[config.mk]
export PLATFORM = sky130hd
export DESIGN_NAME = booth_r4_flat
export DESIGN_NICKNAME = d
export VERILOG_FILES = /design/src/rtl/booth_r4_pkg.sv /design/src/rtl/booth_r4_if.sv /design/src/rtl/booth_r4_digit_enc.sv /design/src/rtl/booth_r4.sv /design/src/flat_wrapper.sv
export SDC_FILE = /design/constraint.sdc
export NUM_CORES = 1
export LEC_CHECK = 0
export CAP_MARGIN = 20
export CORE_UTILIZATION = 38
export CTS_BUF_LIST = sky130_fd_sc_hd__clkbuf_8
export CTS_CLUSTER_SIZE = 40
export DETAILED_ROUTE_END_ITERATION = 7
export PLACE_DENSITY = 0.73
export REMOVE_ABC_BUFFERS = 1
export SYNTH_ARGS = -nofsm -noshare
export SYNTH_HDL_FRONTEND = slang
export SYNTH_SLANG_ARGS = --single-unit
[constraint.sdc]
create_clock -name clk -period 0.8 [get_ports clk]
set_clock_uncertainty 0.15 [all_clocks]
set_input_delay 0.16 -clock clk [delete_from_list [all_inputs] [get_ports clk]]
set_output_delay 0.16 -clock clk [all_outputs]
set_load 0.01 [all_outputs]
[src/rtl/booth_r4_pkg.sv]
// Shared constants, the Booth digit struct and a digit-to-value helper for booth_r4.
// Optional BOOTH_R4_CHECK_EN build adds a reconstructed-value output.
package booth_r4_pkg;

    localparam int NUM_DIGITS = 4;
    localparam int DIGIT_W    = 3;
    localparam int IN_W       = 8;
    localparam int OUT_W      = NUM_DIGITS * DIGIT_W;

    // Field order matches the y_out layout: {neg, two, one}.
    typedef struct packed {
        logic neg;
        logic two;
        logic one;
    } digit_t;

    function automatic logic signed [2:0] digit_value(input digit_t d);
        logic signed [2:0] mag;
        mag = d.two ? 3'sd2 : (d.one ? 3'sd1 : 3'sd0);
        return d.neg ? -mag : mag;
    endfunction

endpackage

[src/rtl/booth_r4_if.sv]
// Operand/result bundle for booth_r4. slave = the encoder, master = whoever feeds it.
// recon_out exists only when BOOTH_R4_CHECK_EN is defined.
interface booth_r4_if;
    import booth_r4_pkg::*;

    // Valid-only stream, no backpressure: x_in is taken on every edge with
    // in_valid=1; out_valid=1 for exactly one cycle per accepted x_in.
    logic [IN_W-1:0]  x_in;
    logic             in_valid;
    logic [OUT_W-1:0] y_out;
    logic             out_valid;
`ifdef BOOTH_R4_CHECK_EN
    logic [IN_W-1:0]  recon_out;

    modport slave  (input x_in, in_valid, output y_out, out_valid, recon_out);
    modport master (output x_in, in_valid, input y_out, out_valid, recon_out);
`else
    modport slave  (input x_in, in_valid, output y_out, out_valid);
    modport master (output x_in, in_valid, input y_out, out_valid);
`endif

endinterface

[src/rtl/booth_r4_digit_enc.sv]
// Combinational radix-4 Booth digit encoder: triplet {x[2i+1], x[2i], x[2i-1]} -> {neg, two, one}.
module booth_r4_digit_enc
    import booth_r4_pkg::*;
(
    input  logic [2:0] triplet,
    output digit_t     digit
);

    // 000 and 111 both encode zero, so neg is never set on a zero digit.
    always_comb begin
        digit = '0;
        case (triplet)
            3'b001, 3'b010: digit = '{neg: 1'b0, two: 1'b0, one: 1'b1};
            3'b011:         digit = '{neg: 1'b0, two: 1'b1, one: 1'b0};
            3'b100:         digit = '{neg: 1'b1, two: 1'b1, one: 1'b0};
            3'b101, 3'b110: digit = '{neg: 1'b1, two: 1'b0, one: 1'b1};
            default:        digit = '0;
        endcase
    end

endmodule

[src/rtl/booth_r4.sv]
// Registered radix-4 Booth recoder of an 8-bit signed operand into four {neg,two,one} digits.
// Define BOOTH_R4_CHECK_EN to also register the value reconstructed from the digits.
module booth_r4
    import booth_r4_pkg::*;
(
    input  logic clk,
    input  logic reset,
    booth_r4_if.slave bus
);

    // x[-1] is the implicit zero below the LSB.
    logic [IN_W:0]    x_ext;
    digit_t           digits [NUM_DIGITS];
    logic [OUT_W-1:0] y_next;

    assign x_ext = {bus.x_in, 1'b0};

    for (genvar i = 0; i < NUM_DIGITS; i++) begin : g_digit
        booth_r4_digit_enc u_enc (
            .triplet (x_ext[2*i +: 3]),
            .digit   (digits[i])
        );
        assign y_next[DIGIT_W*i +: DIGIT_W] = digits[i];
    end

`ifdef BOOTH_R4_CHECK_EN
    // Sum wraps mod 256, which is exact because the true sum always fits in 8 signed bits.
    logic signed [IN_W-1:0] recon_next;

    always_comb begin
        recon_next = '0;
        for (int i = 0; i < NUM_DIGITS; i++) begin
            recon_next = recon_next + (IN_W'(digit_value(digits[i])) <<< (2 * i));
        end
    end
`endif

    always_ff @(posedge clk) begin
        if (reset) begin
            bus.y_out     <= '0;
            bus.out_valid <= 1'b0;
`ifdef BOOTH_R4_CHECK_EN
            bus.recon_out <= '0;
`endif
        end else begin
            bus.out_valid <= bus.in_valid;
            if (bus.in_valid) begin
                bus.y_out <= y_next;
`ifdef BOOTH_R4_CHECK_EN
                bus.recon_out <= recon_next;
`endif
            end
        end
    end

endmodule

[src/flat_wrapper.sv]
// flat-port wrapper written by rule: the top's interface ports become plain ports
module booth_r4_flat import booth_r4_pkg::*;
  (clk, reset, bus_x_in, bus_in_valid, bus_y_out, bus_out_valid);
  booth_r4_if bus_i ();
  input  logic clk;
  input  logic reset;
  input wire logic [$bits(bus_i.x_in)-1:0] bus_x_in;
  input wire logic [$bits(bus_i.in_valid)-1:0] bus_in_valid;
  output wire logic [$bits(bus_i.y_out)-1:0] bus_y_out;
  output wire logic [$bits(bus_i.out_valid)-1:0] bus_out_valid;
  assign bus_i.x_in = bus_x_in;
  assign bus_i.in_valid = bus_in_valid;
  assign bus_y_out = bus_i.y_out;
  assign bus_out_valid = bus_i.out_valid;
  booth_r4 u_core (.clk(clk), .reset(reset), .bus(bus_i));
endmodule
==> flow_summary.toml <==
[outcome]
status = "finished, violations left"
violations = "setup timing"

[die]
core_um2 = 1350
start_util = 0.4208
die_w_um = 40.67
placementRows = 13
ios = 24
die-area_um2 = 1654
die_h_um = 40.67

[yosys]
synth_top_area_cell = "dfxtp_1"
synth_common_cells = "dfxtp_1 (13), nor2_1 (8), a211oi_2 (6), nand2_1 (6)"
ys.flop_type = "dfxtp_1"
async_reset_ff_frac = 0
synth_warnings = 0
netlist_top_cells_area = "dfxtp_1 (46%), a211oi_2 (13%), nor2_1 (5.3%)"
postSynthAreaPerCell_um2 = 9.467
syn_inst = 60
synth.most_common_cell = "dfxtp_1"
yosysSeqAreaShare = 0.4581
netlist_area_um2 = 568.0
synthDistinctLibCells = 16
synth.top_cell.area_share = 0.4581
synth_edf_count = 0
synth.ff_latch_count = 13

[power]
p_total_mw = 1.673
sw_frac_of_total = 0.2518
p_leak_nw = 0.4280
combPwrFrac = 0.224
ir_worst_vdd_mv = 1.226
seqPwrFrac = 0.434
p_sw_mw = 0.4212
power.internal_mw = 1.251
p_clk_frac = 0.342
p_per_area_nw_per_um2 = 1703

[final_layout]
fill_cells = 105
seq_area_um2 = 276.5
diodes = 0
multiInputGateArea_um2 = 316.6
drive_gt1_frac = 0.6304
utilization = 0.7275
synthToLayoutAreaGrowth_pct = 72.91
final_nets = 104

[detailed_routing]
drcViolationCount = 0
vias = 533
dr.first_iter.drc_count = 8
post_drt_via_cell_ratio = 4.981
wl_per_cell_um = 12.77
finalWirelength_um = 1366
first_pass_iters = 4
drtAntennaViolNets = 0

[sta]
rsz0062_at_grt = "true"
hold_viol = 0
slew_headroom = 0.8815
setup_slack_ps = -188.2
max_freq_mhz = 1012
fin_crit_sh = 1.235
hold_ws_ps = 101.5
tightest_slew_ps = 177.4
setup_viol = 16
slew_viol_final = 0
final.min_clock_period_ps = 988.2

[placement]
dp_hpwl_um = 842.9
place_congestion = 0.6519
dp_slack_ps = -612.4
numPortBuffers = 23

[global_routing]
grt_usage = 0.1874
antenna_found_initial = 0
grt_pass1_wl_um = 1925
grt_pass1_vias = 458
overflow = 0
grt_max_degree = 14

[worst_setup_path]
cpLargestDelayFamily = "flip-flops"
start_kind = "register"
required_ps = 490
slowest_delay_ps = 320
cp.depth = 1
crit_path_top_delay_cell = "dfxtp_2"
critPathMaxFanout = 2
path_cells = "buf_6"
crit_arrival_ps = 680
worst-path-buf-inv = 1
crit_type = "register to primary output"
setup.worst_path.end_class = "primary output"
r2r_cells = 3

[hold_path]
whs_path_depth = 3
hp-class = "input port to register"

[clocking]
clk_latency_ps = 240
numCtsBuffers = 3
cts_htree_levels = 1
hold_buffers = 0
clk_path_buf_depth = 2
cts_root_buf = "clkbuf_8"
path_clk_slew_ps = 50
cts.sinks = 13
cts_tree = "yes"

[run]
maxCapViolCount = 0
cell usage in the layout (no fill, tap or decap), types with 4 or more instances in the layout:
| cell type | netlist | routed |
|---|---|---|
| a211oi_2 | 6 | 6 |
| buf_2 | 1 | 4 |
| buf_4 | 2 | 5 |
| buf_6 | 0 | 13 |
| dfxtp_2 | 0 | 13 |
| nand2_1 | 6 | 6 |
| nor2_1 | 8 | 6 |
worst paths after layout:
path | endpoint | slack [ps] | from
worst max-delay path | bus_y_out[7] | -190 | u_core.bus.y_out[7]$_SDFFE_PP0P_
worst min-delay path | u_core.bus.y_out[8]$_SDFFE_PP0P_ | 100 | bus_x_in[5]
worst max register to register | u_core.bus.y_out[3]$_SDFFE_PP0P_ | -30 | u_core.bus.y_out[3]$_SDFFE_PP0P_
worst min register to register | u_core.bus.y_out[1]$_SDFFE_PP0P_ | 330 | u_core.bus.y_out[1]$_SDFFE_PP0P_
cells by family (layout without fill, tap and decap cells):
group                     count (synthesis)  in the layout  share of synthesized area
buffers and inverters                     3             35                    0.03523
muxes                                     2              2                    0.03524
AOI/OAI and AO/OA                        16             16                     0.2379
DFF                                      13             13                     0.4582
xor gates and xnor gates                  3              3                    0.04626
and+or+nand+nor                          23             23                     0.1872
power groups by stage:
| stage | sequential, mW | combinational, mW | clock (mW) |
|---|---|---|---|
| 2_1_floorplan | 0.742 | 0.0978 | 0 |
| 3_3_place_gp | 0.722 | 0.339 | 0 |
| 3_5_place_dp | 0.723 | 0.341 | 0 |
| 4_1_cts | 0.726 | 0.366 | 0.583 |
| 5_1_grt | 0.730 | 0.405 | 0.617 |
| 6_report | 0.726 | 0.374 | 0.572 |
metal layers:
layer / part of all wire / wire length (µm) / track usage
met3: 0.048 / 66 / 0.04891
met5: 0 / 0 / 0
met2: 0.49 / 668 / 0.2976
met4: 0.024 / 33 / 0.1250
met1: 0.44 / 597 / 0.2203
worst register-to-register path: cells and delay by family, from the launching register on:
family	cells	cell delay [ps]
compound gates	1	40
buf+inv	1	130
flops	1	320
simple gates	1	70
repair_timing:
item	CTS	global route
cloned	1	0
setup buffers	0	1
endpoints found under the hold margin	0	0
endpoints found under the setup margin	26	20
gates resized for setup	110	7
pin swaps	7	4
through the flow:
| stage | setup TNS, ps | area [µm²] | cells |
|---|---|---|---|
| floorplan | -31.97 | 548.0 | 57 |
| global placement | -11230 | 867.1 | 101 |
| detailed placement | -11390 | 867.1 | 101 |
| CTS | -2465 | 974.7 | 106 |
| global route | -2815 | 982.2 | 107 |
| finish | -2435 | 982.2 | 107 |
cell type report:
type / instances / share of cell area
clock inverter: 1 / 0.003822
clock buffer: 3 / 0.04204
tap: 15 / 0.01911
sequential: 13 / 0.2815
multi-input combinational: 44 / 0.3223
timing repair buffer: 31 / 0.3312
registers in the layout, summed over array words and instances (netlist names):
signal / flops
u_core.bus.y_out: 12
u_core.bus.out_valid: 1
Note: power is estimated with default switching activity, not from simulation.
==> variant (config.mk and constraints unchanged) <==
Reset style: asynchronous (`reset`), changed in one clocked block.
--- a/src/rtl/booth_r4.sv
+++ b/src/rtl/booth_r4.sv
@@ -37,3 +37,3 @@
 
-    always_ff @(posedge clk) begin
+    always_ff @(posedge clk or posedge reset) begin
         if (reset) begin
Behaviour: differs if reset is asserted again (counterexample within 4 cycles, from zero or initial values and one cycle with reset high); with reset held inactive, the same outputs for 10 cycles.
==> variant against the unedited design <==
The flow still finishes with violations (negative setup slack). Sequential cell count did not move. Utilization grew 2.8 points. Setup slack worse by 120 ps. Synthesized area fell by 1.3%. Cell count rose by 0.93%. Via count is 0.94% lower. Power up 9.4%. Wire length is 15% higher. Design area rose by 2.5%. Non-clock buffer count increased by 11. Sequential share of layout area is 4.1 points higher. Fmax shrank 11%.
==> variant: results (changes against the unedited design) <==
| Metric | Value |
|---|---|
| Outcome | `finished with violations` |
| Failing checks | `negative setup slack` |
| Setup WS pre-CTS | `-708 ps (-95.4 ps)` |
| Placed instance area | `900 um^2 (+3.8%)` |
| Max VDD drop | `1.19 mV (-2.6%)` |
| Reg2reg path depth | `4 (+1)` |
| Synth Area per Inst | `11.4 um^2 (+21%)` |
| Global-route wire length before repair | `2100 um (+9.3%)` |
| Worst hold path startpoint | `bus_x_in[4]` |
| FF-to-FF End | `u_core.bus.y_out[4]` |
| Top cells by area, synth | `dfrtp_1, mux2_2, or3b_1` |
| Routed vias/inst | `4.89 (-1.9%)` |
| WL/cell | `14.5 um (+14%)` |
| Met2 usage | `35.3% (+5.6 points)` |
| Initial DRC Count | `6 (-2)` |
| Net Sw Frac | `26.5% (+1.3 points)` |
| XOR/XNOR Fraction of Synth Area | `4.69% (+0.062 points)` |
| Layout Nets | `105 (+0.96%)` |
| Cell area power density | `1820 mW/mm^2 (+6.7%)` |
| Synth cell count leaders | `dfrtp_1, nor2_1, mux2_2` |
| Setup-failing EPs final | `23 (+7)` |
| Worst-Margin Slew | `167 ps (-9.99 ps)` |
| Final wirelength | `1570 um (+15%)` |
| DPL Wire Length | `870 um (+3.2%)` |
| Seq/Total Area, Yosys | `58.0% (+12 points)` |
| CP max-delay cell | `dfrtp_1` |
| Reg2Reg Launch Point | `u_core.bus.y_out[4]` |
| Arrival @ worst endpoint | `800 ps (+120 ps)` |
| Synth Area in Compound Gates | `12.1% (-12 points)` |
| Hold EP | `u_core.bus.y_out[7]` |
| Final WS setup | `-310 ps (-122 ps)` |
| RD Place Congestion | `0.693 (+6.3%)` |
| Design area | `0.00101 mm^2 (+2.5%)` |
| Hold WS | `72.0 ps (-29.5 ps)` |
| Layout cells sized above 1 | `60.2% (-2.8 points)` |
| Leakage | `0.485 nW (+13%)` |
| FF-to-FF setup slack | `-190 ps (-160 ps)` |
| Mux cell area share after synthesis | `8.04% (+4.5 points)` |
| Distinct cells, synth | `14 (-2)` |
| Total track usage | `20.3% (+1.5 points)` |
| Drt pass-1 iters | `4 (unchanged)` |
| Met3 Usage GRT | `3.33% (-1.6 points)` |
| Vias in the first global route | `477 (+4.1%)` |
| Met1 GRT Util | `24.7% (+2.7 points)` |
| Max incr delay on CP | `400 ps (+80 ps)` |
| Setup TNS | `-4580 ps (-2140 ps)` |
| Combinational share of power | `26.3% (+3.9 points)` |
| Post-Place Cells | `95 (-5.9%)` |
| Synth async-reset ratio | `100% (+100 points)` |
variant: cell types whose count changed in the layout (fill, tap and decap cells not counted), sizes merged, moves of 4 or more:
cell,change
dfrtp,+13
mux2,+4
nand2b,-4
a211oi,-6
buf,+12
nand2,-5
dfxtp,-13
variant: layout make-up:
cell class	count	area [um^2]
multi-input cells	31	255
clock inverters	1	3.75
inverters	3	11.3
flip-flops and latches	13	325
repair buffers	42	352
fillers	103	327
clock buffers	3	41.3
well taps	15	18.8
variant: per-layer routing:
| metal | vias to the layer above | part of all wire, % |
|---|---|---|
| met5 | - | 0 |
| met4 | 0 | 0 |
| met3 | 0 | 5.0 |
| met2 | 21 | 53 |
| met1 | 251 | 42 |
| li1 | 256 | - |
variant: worst reg2reg max path, stage by stage (launching register included):
cell     delay (ps)
dfrtp_1         380
buf_4           140
buf_6           110
nor2_4           60
a31oi_1          40
variant: how the worst max path moves through the flow:
stage | to | slack [ps] | start
2_1_floorplan | u_core.bus.y_out[0] | -120 | u_core.bus.y_out[0]
4_1_cts | bus_y_out[9] | -280 | u_core.bus.y_out[9]
5_1_grt | bus_y_out[9] | -330 | u_core.bus.y_out[9]
3_3_place_gp | u_core.bus.y_out[4] | -660 | bus_x_in[3]
6_report | bus_y_out[9] | -310 | u_core.bus.y_out[9]
3_5_place_dp | u_core.bus.y_out[4] | -710 | bus_x_in[3]
variant: cells by family after synthesis:
| group | Yosys count |
|---|---|
| compound gates | 11 |
| xor+xnor | 3 |
| buf+inv | 5 |
| flops | 13 |
| mux | 4 |
| simple gates | 13 |
variant: repair_timing:
item,CTS,global route
hold buffers,0,0
endpoints found under the setup margin,26,24
buffers inserted,6,3
gates resized for setup,80,21
pin swaps,4,6
cloned,1,0
